$ cat src/rtl/custom_switches.sv
// custom_switches: Avalon-MM slave that synchronizes and debounces board
// switches/buttons, latches debounced edges and raises a maskable level IRQ.
module custom_switches #(
    parameter int unsigned WIDTH      = 8,
    parameter int unsigned CNT_W      = 20,
    parameter int unsigned DEFAULT_DB = 50000
) (
    input  logic             clk,
    input  logic             reset,
    input  logic [1:0]       avs_address,
    input  logic             avs_read,
    input  logic             avs_write,
    input  logic [31:0]      avs_writedata,
    output logic [31:0]      avs_readdata,
    output logic             irq,
    input  logic [WIDTH-1:0] switches_in
);

    localparam logic [1:0] ADDR_DATA     = 2'd0;
    localparam logic [1:0] ADDR_EDGE     = 2'd1;
    localparam logic [1:0] ADDR_MASK     = 2'd2;
    localparam logic [1:0] ADDR_DEBOUNCE = 2'd3;

    logic [WIDTH-1:0] r_s1;
    logic [WIDTH-1:0] r_s2;
    logic [WIDTH-1:0] r_data;
    logic [WIDTH-1:0] r_edge;
    logic [WIDTH-1:0] r_mask;
    logic [CNT_W-1:0] r_thr;
    logic [CNT_W-1:0] r_cnt [WIDTH];

    logic [CNT_W-1:0] w_thr_m1;
    logic [WIDTH-1:0] w_done;
    logic [WIDTH-1:0] w_w1c;
    logic [31:0]      w_rd_mux;
    logic             w_unused;

    // Upper write-data bits beyond WIDTH/CNT_W are intentionally ignored.
    assign w_unused = ^avs_writedata;

    // Terminal count; a threshold of 0 is treated like 1.
    always_comb begin
        w_thr_m1 = '0;
        if (r_thr != '0) begin
            w_thr_m1 = r_thr - CNT_W'(1);
        end
    end

    // Per-bit: synchronized input has disagreed with DATA long enough to commit.
    always_comb begin
        w_done = '0;
        for (int i = 0; i < int'(WIDTH); i++) begin
            w_done[i] = (r_s2[i] != r_data[i]) && (r_cnt[i] >= w_thr_m1);
        end
    end

    // Write-1-to-clear mask for EDGE.
    always_comb begin
        w_w1c = '0;
        if (avs_write && (avs_address == ADDR_EDGE)) begin
            w_w1c = avs_writedata[WIDTH-1:0];
        end
    end

    // Register read mux, zero-extended to the bus width.
    always_comb begin
        w_rd_mux = '0;
        case (avs_address)
            ADDR_DATA:     w_rd_mux = 32'(r_data);
            ADDR_EDGE:     w_rd_mux = 32'(r_edge);
            ADDR_MASK:     w_rd_mux = 32'(r_mask);
            ADDR_DEBOUNCE: w_rd_mux = 32'(r_thr);
            default:       w_rd_mux = '0;
        endcase
    end

    // Two-flop synchronizer for the asynchronous pins.
    always_ff @(posedge clk or posedge reset) begin
        if (reset) begin
            r_s1 <= '0;
            r_s2 <= '0;
        end else begin
            r_s1 <= switches_in;
            r_s2 <= r_s1;
        end
    end

    // Per-bit debounce counters and debounced state.
    always_ff @(posedge clk or posedge reset) begin
        if (reset) begin
            r_data <= '0;
            for (int i = 0; i < int'(WIDTH); i++) begin
                r_cnt[i] <= '0;
            end
        end else begin
            r_data <= r_data ^ w_done;
            for (int i = 0; i < int'(WIDTH); i++) begin
                if ((r_s2[i] == r_data[i]) || w_done[i]) begin
                    r_cnt[i] <= '0;
                end else begin
                    r_cnt[i] <= r_cnt[i] + CNT_W'(1);
                end
            end
        end
    end

    // Edge capture; a new edge wins over a same-cycle clear.
    always_ff @(posedge clk or posedge reset) begin
        if (reset) begin
            r_edge <= '0;
        end else begin
            r_edge <= (r_edge & ~w_w1c) | w_done;
        end
    end

    // MASK and DEBOUNCE control registers.
    always_ff @(posedge clk or posedge reset) begin
        if (reset) begin
            r_mask <= '0;
            r_thr  <= CNT_W'(DEFAULT_DB);
        end else if (avs_write) begin
            if (avs_address == ADDR_MASK) begin
                r_mask <= avs_writedata[WIDTH-1:0];
            end
            if (avs_address == ADDR_DEBOUNCE) begin
                r_thr <= avs_writedata[CNT_W-1:0];
            end
        end
    end

    // Registered level interrupt.
    always_ff @(posedge clk or posedge reset) begin
        if (reset) begin
            irq <= 1'b0;
        end else begin
            irq <= |(r_edge & r_mask);
        end
    end

    // Fixed one-cycle read latency; data holds until the next read.
    always_ff @(posedge clk or posedge reset) begin
        if (reset) begin
            avs_readdata <= '0;
        end else if (avs_read) begin
            avs_readdata <= w_rd_mux;
        end
    end

endmodule

$ cat config.mk
export PLATFORM = sky130hd
export DESIGN_NAME = custom_switches
export DESIGN_NICKNAME = d
export VERILOG_FILES = /design/src/rtl/custom_switches.sv
export SDC_FILE = /design/constraint.sdc
export NUM_CORES = 1
export LEC_CHECK = 0
export ABC_AREA = 0
export CAP_MARGIN = 20
export CORE_AREA = 2 2 150 152
export CTS_BUF_LIST = sky130_fd_sc_hd__clkbuf_8
export DETAILED_ROUTE_END_ITERATION = 10
export DIE_AREA = 0 0 152 154
export GPL_TIMING_DRIVEN = 1
export PLACE_DENSITY_LB_ADDON = 0.12
export REMOVE_ABC_BUFFERS = 1
export SLEW_MARGIN = 5
export SYNTH_ARGS = -nofsm -noshare
export SYNTH_HDL_FRONTEND = slang
export SYNTH_SLANG_ARGS = --single-unit
$ cat constraint.sdc
create_clock -name clk -period 19.8 [get_ports clk]
set_input_delay 2.97 -clock clk [delete_from_list [all_inputs] [get_ports clk]]
set_output_delay 2.97 -clock clk [all_outputs]
set_load 0.02 [all_outputs]
==> run summary, run 1 <==
The number of violations of the max-capacitance limit is 0. For this run, design rule violations remaining after detail routing come to 0. The clock network fraction of total power is 0.351. The count of synthesis-stage warnings from yosys came out at 0. The filler cell count in the final layout is 1588.

The share of layout cells above drive strength 1 is 0.0884. The number of global-route vias before repair came out at 10900. The worst hold slack across all endpoints is 347 ps. The first global-routing pass estimated 55.8 mm of wire. The tightest min-delay check is of the flip-flop to flip-flop type. TritonCTS built the clock tree.

The vias after detailed routing is 10900. The number of buffers inserted for hold repair after clock tree synthesis came out at 0. The switching power share of the total came out at 0.316.

The synthesized-area fraction occupied by and/or/nand/nor cells is 0.194. The count of buffers from port buffering came out at 54. The share of synthesized registers carrying an async set or reset came out at 1.00. The CTS sink count is 241. The number of cells after detailed placement is 1756. The final weighted congestion in routability-driven placement is 0.826. The total number of nets in the final design came out at 1735.

The utilization of the core after routing is 0.737. By area, the combinational part of the netlist is dominated by simple AND/OR/NAND/NOR gates. The clock-pin slew on the worst setup and hold paths came out at 60 ps.

The buffer depth of the longest clock path came out at 3. The synthesized-area fraction occupied by ao, oa, aoi and oai cells came out at 0.0645. The setup clock skew after layout is 18.8 ps. The number of instances resized during post-cts repair came out at 0. The highest net fanout along the worst path came out at 19. STA classifies the critical path startpoint as a flip-flop.

The measured slew at the worst slew-check pin is 1090 ps. The number of top-level pins came out at 79. The leakage dissipation is 7.60 nW. The total count of hold-check failures in the final report came out at 0.

Timing would allow up to 193 MHz. Leaving out filler cells and counting taps, the final layout contains 1830. The tree is rooted in a sky130_fd_sc_hd__clkbuf_8. Setup repair after global routing left no endpoint under its margin.

The share of power burned in combinational logic came out at 0.205. The worst hold path endpoint is r_s2[1]. Counting instances, the worst hold path has a depth of 0. The combined area of all synthesized cells came out at 14400 um2. The post-layout minimum cycle time is 5190 ps. The maximum number of pins on one net before global-route repair came out at 105. The detailed-placement wirelength estimate came out at 23.3 mm.

The area growth from synthesis to layout is 11.3%. The final total power is 0.00123 W. The area of the core came out at 21700 um2. The global-route congestion overflow total is 0. The endpoint identified for the worst register-to-register timing path is r_cnt[137]. After technology mapping, the gate count stands at 1443.

The total count of max-transition violations in the final report was 0. The distinct cell type count after synthesis is 55. The area of the multi-input gates is 8030 um2. The setup TNS is 0 ps.

For the worst setup path, the data required time is 20190 ps. From bottom edge to top edge, the die measures 154 um. The cell depth of the worst flop-to-flop path is 14. The critical path in this run is classified as flip-flop to flip-flop. The cell internal power dissipation came out at 0.000844 W. In the synthesized netlist the dominant register cell turns out to be sky130_fd_sc_hd__dfrtp_1.

The synthesized design contains 0 enable-type register cells. In this run the core area contains 54 standard-cell rows. The die outline area is 23400 um2. The first-pass iteration count of the detailed router is 5. The synthesized area per cell came out at 9.95 um2. The number of antenna violations at the first check in global routing came to 1.

The per-cell via count in the routed design is 5.94. The flow ran to the end, and the final reports show no timing, DRC or antenna violations. Of the total synthesized cell area, the portion taken by full adders, half adders and majority gates is 0.147. Ranked by total cell area, the synthesized netlist is headed by sky130_fd_sc_hd__dfrtp_1 (41%), sky130_fd_sc_hd__ha_1 (15%), sky130_fd_sc_hd__xor2_1 (6.5%), sky130_fd_sc_hd__nor2_1 (5.6%), sky130_fd_sc_hd__xnor2_1 (3.5%). The maximum ir drop on the vdd rail is 57.2 uV. The portion of total power attributed to sequential cells is 0.444. The fraction of the yosys area taken by sequential cells came out at 0.421. The floorplan die width is 152 um. The max-slew headroom at the worst pin came out at 0.268. The number of setup buffers added after CTS is 0.

The setup slack on the worst flop-to-flop path is 14610 ps. The number of antenna-violating nets in the routed design is 0. The global-route usage over all layers is 0.299. After synthesis the netlist holds a flip-flop and latch count of 241. The ratio of total power to cell area is 77.2 nW/um2. The sequential cells in the finished layout cover a total of 6040 um2. The final number of setup-violating endpoints came out at 0. The total wirelength of the detailed-routed design came out at 34.6 mm. Measured against the total synthesized area, the mux share comes to 0.0494.

The number of H-tree branching levels is 2. The power spent charging and discharging nets is 0.000390 W. The period utilization is 0.262. The top cell type by total area after synthesis is sky130_fd_sc_hd__dfrtp_1. The startpoint identified for the worst hold timing path is r_s1[1].

Of the post-synthesis cell area, the dominant cell type holds 0.410. The effective utilization at floorplan came out at 0.662. The worst setup path is captured at a flip-flop. The beginning of the worst register-to-register path is r_thr[2]. At the worst endpoint, the arrival time is 5580 ps.

Clock tree synthesis inserted a total of 41 buffers. At the later pin of the worst-skew pair, clock insertion delay measures 550 ps. Of the total synthesized cell area, the portion taken by XOR and XNOR cells is 0.100. The number of design-rule violations left by the first detailed-router iteration came out at 664.

In the final routed layout, each cell accounts on average for 18.9 um.
-- worst max-delay path by stage --
| stage | from | endpoint | cells after the start |
|---|---|---|---|
| floorplan | reset | async pin | 1 |
| global placement | avs_address[1] | r_thr[11] | 3 |
| detailed placement | avs_address[1] | r_thr[7] | 3 |
| CTS | r_thr[2] | r_cnt[137] | 14 |
| global route | r_thr[2] | r_cnt[137] | 14 |
| finish | r_thr[2] | r_cnt[137] | 14 |
-- worst max-delay path, cell delays in order (launching register included) --
cell and delay, ps:
sky130_fd_sc_hd__dfrtp_1 480, sky130_fd_sc_hd__nor4_4 350, sky130_fd_sc_hd__nand3b_2 150, sky130_fd_sc_hd__or4_4 480, sky130_fd_sc_hd__nand3b_1 210, sky130_fd_sc_hd__nor2_1 170, sky130_fd_sc_hd__mux2i_1 840, sky130_fd_sc_hd__buf_4 340
sky130_fd_sc_hd__ha_1 180, sky130_fd_sc_hd__nand4_1 140, sky130_fd_sc_hd__nor4_1 460, sky130_fd_sc_hd__o211ai_1 150, sky130_fd_sc_hd__o21ai_0 300, sky130_fd_sc_hd__or3b_1 640, sky130_fd_sc_hd__nor2_1 140
-- cell usage in the layout (no fill, tap or decap), types with 41 or more instances in the layout --
master                            Yosys  routed
sky130_fd_sc_hd__nor2_1             214     214
sky130_fd_sc_hd__clkbuf_8             0      51
sky130_fd_sc_hd__ha_1               169     169
sky130_fd_sc_hd__nand3_1             72      72
sky130_fd_sc_hd__mux2_2              44      44
sky130_fd_sc_hd__nand2_1            127     127
sky130_fd_sc_hd__dfrtp_1            235     235
sky130_fd_sc_hd__xnor2_1             57      57
sky130_fd_sc_hd__clkdlybuf4s50_1      0      54
sky130_fd_sc_hd__a21oi_1             58      57
sky130_fd_sc_hd__xor2_1             107     107
sky130_fd_sc_hd__inv_1               35      48
sky130_fd_sc_hd__nand4_1             54      54
sky130_fd_sc_hd__o21ai_0             41      41
-- Yosys cell counts (2+ instances only) --
library cell and instances:
sky130_fd_sc_hd__o21bai_1 2, sky130_fd_sc_hd__buf_2 2, sky130_fd_sc_hd__nand2_2 5, sky130_fd_sc_hd__nor4_1 8, sky130_fd_sc_hd__or3b_1 2, sky130_fd_sc_hd__dfstp_2 6
sky130_fd_sc_hd__a2bb2oi_1 2, sky130_fd_sc_hd__o21a_1 5, sky130_fd_sc_hd__a211oi_1 8, sky130_fd_sc_hd__nand2_1 127, sky130_fd_sc_hd__or3_1 3, sky130_fd_sc_hd__nand3_1 72
sky130_fd_sc_hd__nor2_1 214, sky130_fd_sc_hd__nand3b_1 4, sky130_fd_sc_hd__and4_1 14, sky130_fd_sc_hd__xor2_1 107, sky130_fd_sc_hd__a22o_1 5, sky130_fd_sc_hd__ha_1 169
sky130_fd_sc_hd__or4_1 3, sky130_fd_sc_hd__nand4_1 54, sky130_fd_sc_hd__xnor2_1 57, sky130_fd_sc_hd__buf_4 12, sky130_fd_sc_hd__nor4_4 2, sky130_fd_sc_hd__mux4_2 7
sky130_fd_sc_hd__clkbuf_1 19, sky130_fd_sc_hd__a21oi_1 58, sky130_fd_sc_hd__nor2b_1 4, sky130_fd_sc_hd__a211o_1 2, sky130_fd_sc_hd__mux2_2 44, sky130_fd_sc_hd__o21ai_0 41
sky130_fd_sc_hd__buf_1 4, sky130_fd_sc_hd__dfrtp_1 235, sky130_fd_sc_hd__mux2i_1 3, sky130_fd_sc_hd__a221oi_1 6, sky130_fd_sc_hd__and2_1 10, sky130_fd_sc_hd__a22oi_1 4
sky130_fd_sc_hd__and3_1 29, sky130_fd_sc_hd__nor3_1 21, sky130_fd_sc_hd__nand2b_1 9, sky130_fd_sc_hd__buf_6 2, sky130_fd_sc_hd__a21o_1 12, sky130_fd_sc_hd__inv_1 35
sky130_fd_sc_hd__o211ai_1 3
-- sequential cells by signal (all words and copies together) (netlist names), named ones only --
signal,flops
r_cnt,160
r_edge,8
r_s1,8
r_s2,8
avs_readdata,20
irq,1
r_thr,20
r_mask,8
-- stage by stage --
stage	setup WS, ps	cell area, um2
after floorplan	10220	14200
after global placement	14260	15100
after detailed placement	14320	15200
after CTS	14720	16000
after global routing	14370	16000
final	14610	16000
-- logic make-up (layout without fill, tap and decap cells) --
logic type | count (synthesis) | count (layout)
buf+inv | 74 | 169
fa+ha+maj | 169 | 169
xor+xnor | 164 | 164
compound gates | 153 | 153
mux | 55 | 55
simple gates | 586 | 586
other cells | 1 | 13
flops | 241 | 241
-- final cells by class --
type,count,share of cell area
sequential,241,0.378
multi-input combinational,1139,0.502
inverter,35,0.00869
tap,280,0.0219
clock inverter,21,0.00579
timing repair buffer,62,0.0393
clock buffer,51,0.0439
antenna,1,0.000157
-- metal layers --
metal	vias up	routed length [um]	global-route usage
li1	5225	-	-
met1	5264	14700	0.391
met2	289	16300	0.488
met3	93	2010	0.0550
met4	0	1620	0.134
met5	-	0	0
-- power groups by stage --
stage	combinational (W)	sequential, W	clock, W
after floorplan	0.000147	0.000553	0
after global placement	0.000237	0.000554	0
after detailed placement	0.000250	0.000555	0
after CTS	0.000252	0.000547	0.000441
after global routing	0.000279	0.000550	0.000463
final	0.000253	0.000548	0.000433
Note: power is estimated with default switching activity, not from simulation.
==> run 2: changes to the inputs <==
- CORE_AREA: 2 2 150 152 -> 2 2 162 164
- DIE_AREA: 0 0 152 154 -> 0 0 164 166
- clock period: 19.8 -> 4.4 ns (I/O delays scaled with it)
==> run 2 against run 1 <==
Flip-flop and latch count unchanged. Register-to-register slack lost 14000 ps. Sequential share of layout area shrank 1.3 points. Final area increased by 3.5%. Critical path type unchanged.
==> run summary, run 2 (synthesis results as in run 1) <==
The CTS sink count is 241. The total count of hold-check failures in the final report came out at 0. STA classifies the critical path startpoint as a flip-flop. The maximum ir drop on the vdd rail came out at 261 uV.

After detailed routing, the average wire length per cell comes to 18.3 um. The period utilization is 0.952. The area of placed instances is 15600 um2. The number of setup buffers added after CTS is 0. The critical path start-end classification is flip-flop to flip-flop. In the final layout, the share of cells above drive strength 1 is 0.117. STA classifies the critical path endpoint as a flip-flop.

The number of top-level pins came out at 79. The floorplan has 59 rows. In this run the tightest slew margin relative to its limit is 0.360. In the layout the commonest cells are sky130_fd_sc_hd__dfrtp_1 (235), sky130_fd_sc_hd__nor2_1 (214), sky130_fd_sc_hd__ha_1 (169).

The global-route congestion overflow total is 0. The area growth from synthesis to layout is 15.2%. The measured slew at the worst slew-check pin came out at 960 ps. The vias after detailed routing came out at 10900. The detailed router finished its first iteration with 659 violations. The commonest non-fill, non-tap cell in the layout is sky130_fd_sc_hd__dfrtp_1. The total number of nets in the final design is 1779. The detailed-placement wirelength estimate is 25.0 mm. The post-layout minimum cycle time is 4190 ps. The final weighted congestion in routability-driven placement came out at 0.845.

The final non-filler cell total is 1932. The number of antenna-violating nets in the routed design came out at 0. Once layout is complete, the utilization of the core stands at 0.646. The buffer depth of the longest clock path came out at 3. The largest registers in the layout are r_cnt: 160 flops, avs_readdata: 20 flops, r_thr: 20 flops. The total count of max-transition violations in the final report came to 0. The tree is rooted in a sky130_fd_sc_hd__clkbuf_8. The number of H-tree branching levels came out at 2. The area of the core came out at 25600 um2. The die outline area is 27200 um2. In the global route stage, overall resource usage came out at 0.266. The effective utilization at floorplan is 0.560. The number of DRC violations after detailed routing came out at 0. The number of buffers inserted for hold repair after clock tree synthesis came out at 0. The leakage dissipation is 7.88 nW. The storage element area came out at 6040 um2. The floorplan die width is 164 um. The data arrival time of the critical path came out at 4620 ps. The maximum number of pins on one net before global-route repair came out at 132. The total wirelength of the detailed-routed design came out at 35.4 mm. The die height is 166 um. The clock latency on the worst-skew pair came out at 560 ps. The final number of setup-violating endpoints came out at 0.

The number of antenna violations at the first check in global routing was 1. After clock tree synthesis, the clock-pin slew on the worst setup and hold paths is 60 ps. Dividing the detail-routed via count by the number of cells gives 5.65. The number of global-route vias before repair is 10900. TritonCTS built the clock tree.

The register with the most flip-flops in the layout has 160 of them. The highest net fanout along the worst path came out at 6. In this run the worst hold path is classified as flip-flop to flip-flop. The setup clock skew after layout came out at 26.1 ps. The number of cells after detailed placement is 1853.

The first-pass iteration count of the detailed router is 8. The required time of the critical path is 4830 ps. Across the run, the number of max-cap violations was 0. The ratio of total power to cell area is 355 nW/um2.

The run finished with clean final reports. The first global-routing pass estimated 56.9 mm of wire. The count of buffers from port buffering came out at 54.

With fillers left out, the area of the finished cells amounts to 16500 um2. Counting the buffers created by CTS gives 44. The peak clock frequency supported by timing came out at 239 MHz.

The largest register by flop count is r_cnt. Summing all multi-input logic gate instances after layout gives 8060 um2. The filler cells instantiated in the layout total 2110.
[run 2: cell count changes in the layout (fill, tap and decap cells not counted), moves of 2 or more]
| cell | before | now |
|---|---|---|
| sky130_fd_sc_hd__buf_4 | 6 | 43 |
| sky130_fd_sc_hd__clkbuf_8 | 51 | 59 |
| sky130_fd_sc_hd__buf_12 | 0 | 6 |
| sky130_fd_sc_hd__clkinv_2 | 5 | 3 |
| sky130_fd_sc_hd__nand2_4 | 0 | 2 |
| sky130_fd_sc_hd__nor4_1 | 8 | 6 |
| sky130_fd_sc_hd__o21ai_0 | 41 | 39 |
| sky130_fd_sc_hd__o21ai_1 | 0 | 2 |
[run 2: final timing paths]
kind                                from          to  slack [ps]  depth (start not counted)
worst max register to register  r_thr[2]   flip-flop         210                         13
max in group asynchronous          reset   r_thr[15]        2750                          3
min in group asynchronous          reset  r_cnt[151]         690                          2
worst min-delay path             r_s1[6]     r_s2[6]         350                          0
worst max-delay path            r_thr[2]   flip-flop         210                         13
worst min register to register   r_s1[6]     r_s2[6]         350                          0
[run 2: what timing repair did]
item                                    in CTS  in global routing
gates resized for setup                      0                 10
endpoints found under the hold margin        0                  0
endpoints found under the setup margin       0                151
[run 2: cell type report]
| class | count | area share |
|---|---|---|
| Multi-Input combinational cell | 1139 | 0.487 |
| Sequential cell | 241 | 0.365 |
| Timing Repair Buffer | 103 | 0.0595 |
| Clock buffer | 59 | 0.0491 |
| Tap cell | 335 | 0.0253 |
| Inverter | 35 | 0.00840 |
| Clock inverter | 19 | 0.00499 |
| Antenna cell | 1 | 0.000151 |
[run 2: critical path, cell delays in order (launching register included)]
cell	delay, ps
sky130_fd_sc_hd__dfrtp_1	470
sky130_fd_sc_hd__nor4_4	330
sky130_fd_sc_hd__nand3b_2	140
sky130_fd_sc_hd__or4_4	490
sky130_fd_sc_hd__nand3b_1	210
sky130_fd_sc_hd__nor2_1	190
sky130_fd_sc_hd__mux2i_2	350
sky130_fd_sc_hd__ha_1	310
sky130_fd_sc_hd__and3_1	200
sky130_fd_sc_hd__a221o_1	340
sky130_fd_sc_hd__a21oi_1	190
sky130_fd_sc_hd__o21a_1	180
sky130_fd_sc_hd__a21boi_0	280
sky130_fd_sc_hd__mux2_2	370
[run 2: metrics by stage]
stage                     hold WS [ps]  worst slack [ps]  setup TNS (ps)  power [W]
after CTS                          351              41.4               0    0.00591
after floorplan                    331             -2870         -679610    0.00315
final                              348               211               0    0.00587
after detailed placement           337              92.8               0    0.00375
after global routing               358             -19.9           -50.1    0.00616
after global placement             334               141               0    0.00371
[run 2: power breakdown]
group | total (W) | switching [W] | internal (W)
combinational | 0.00128 | 0.000757 | 0.000521
sequential | 0.00246 | 0.000129 | 0.00233
clock | 0.00213 | 0.000942 | 0.00119
total | 0.00587 | 0.00183 | 0.00404
[run 2: layer usage]
metal | GRT usage | vias to the layer above | part of all wire | wire, um
li1 | - | 5306 | - | -
met1 | 0.348 | 5280 | 0.44 | 15500
met2 | 0.427 | 233 | 0.46 | 16400
met3 | 0.0475 | 91 | 0.048 | 1710
met4 | 0.129 | 0 | 0.052 | 1840
met5 | 0 | - | 0 | 0
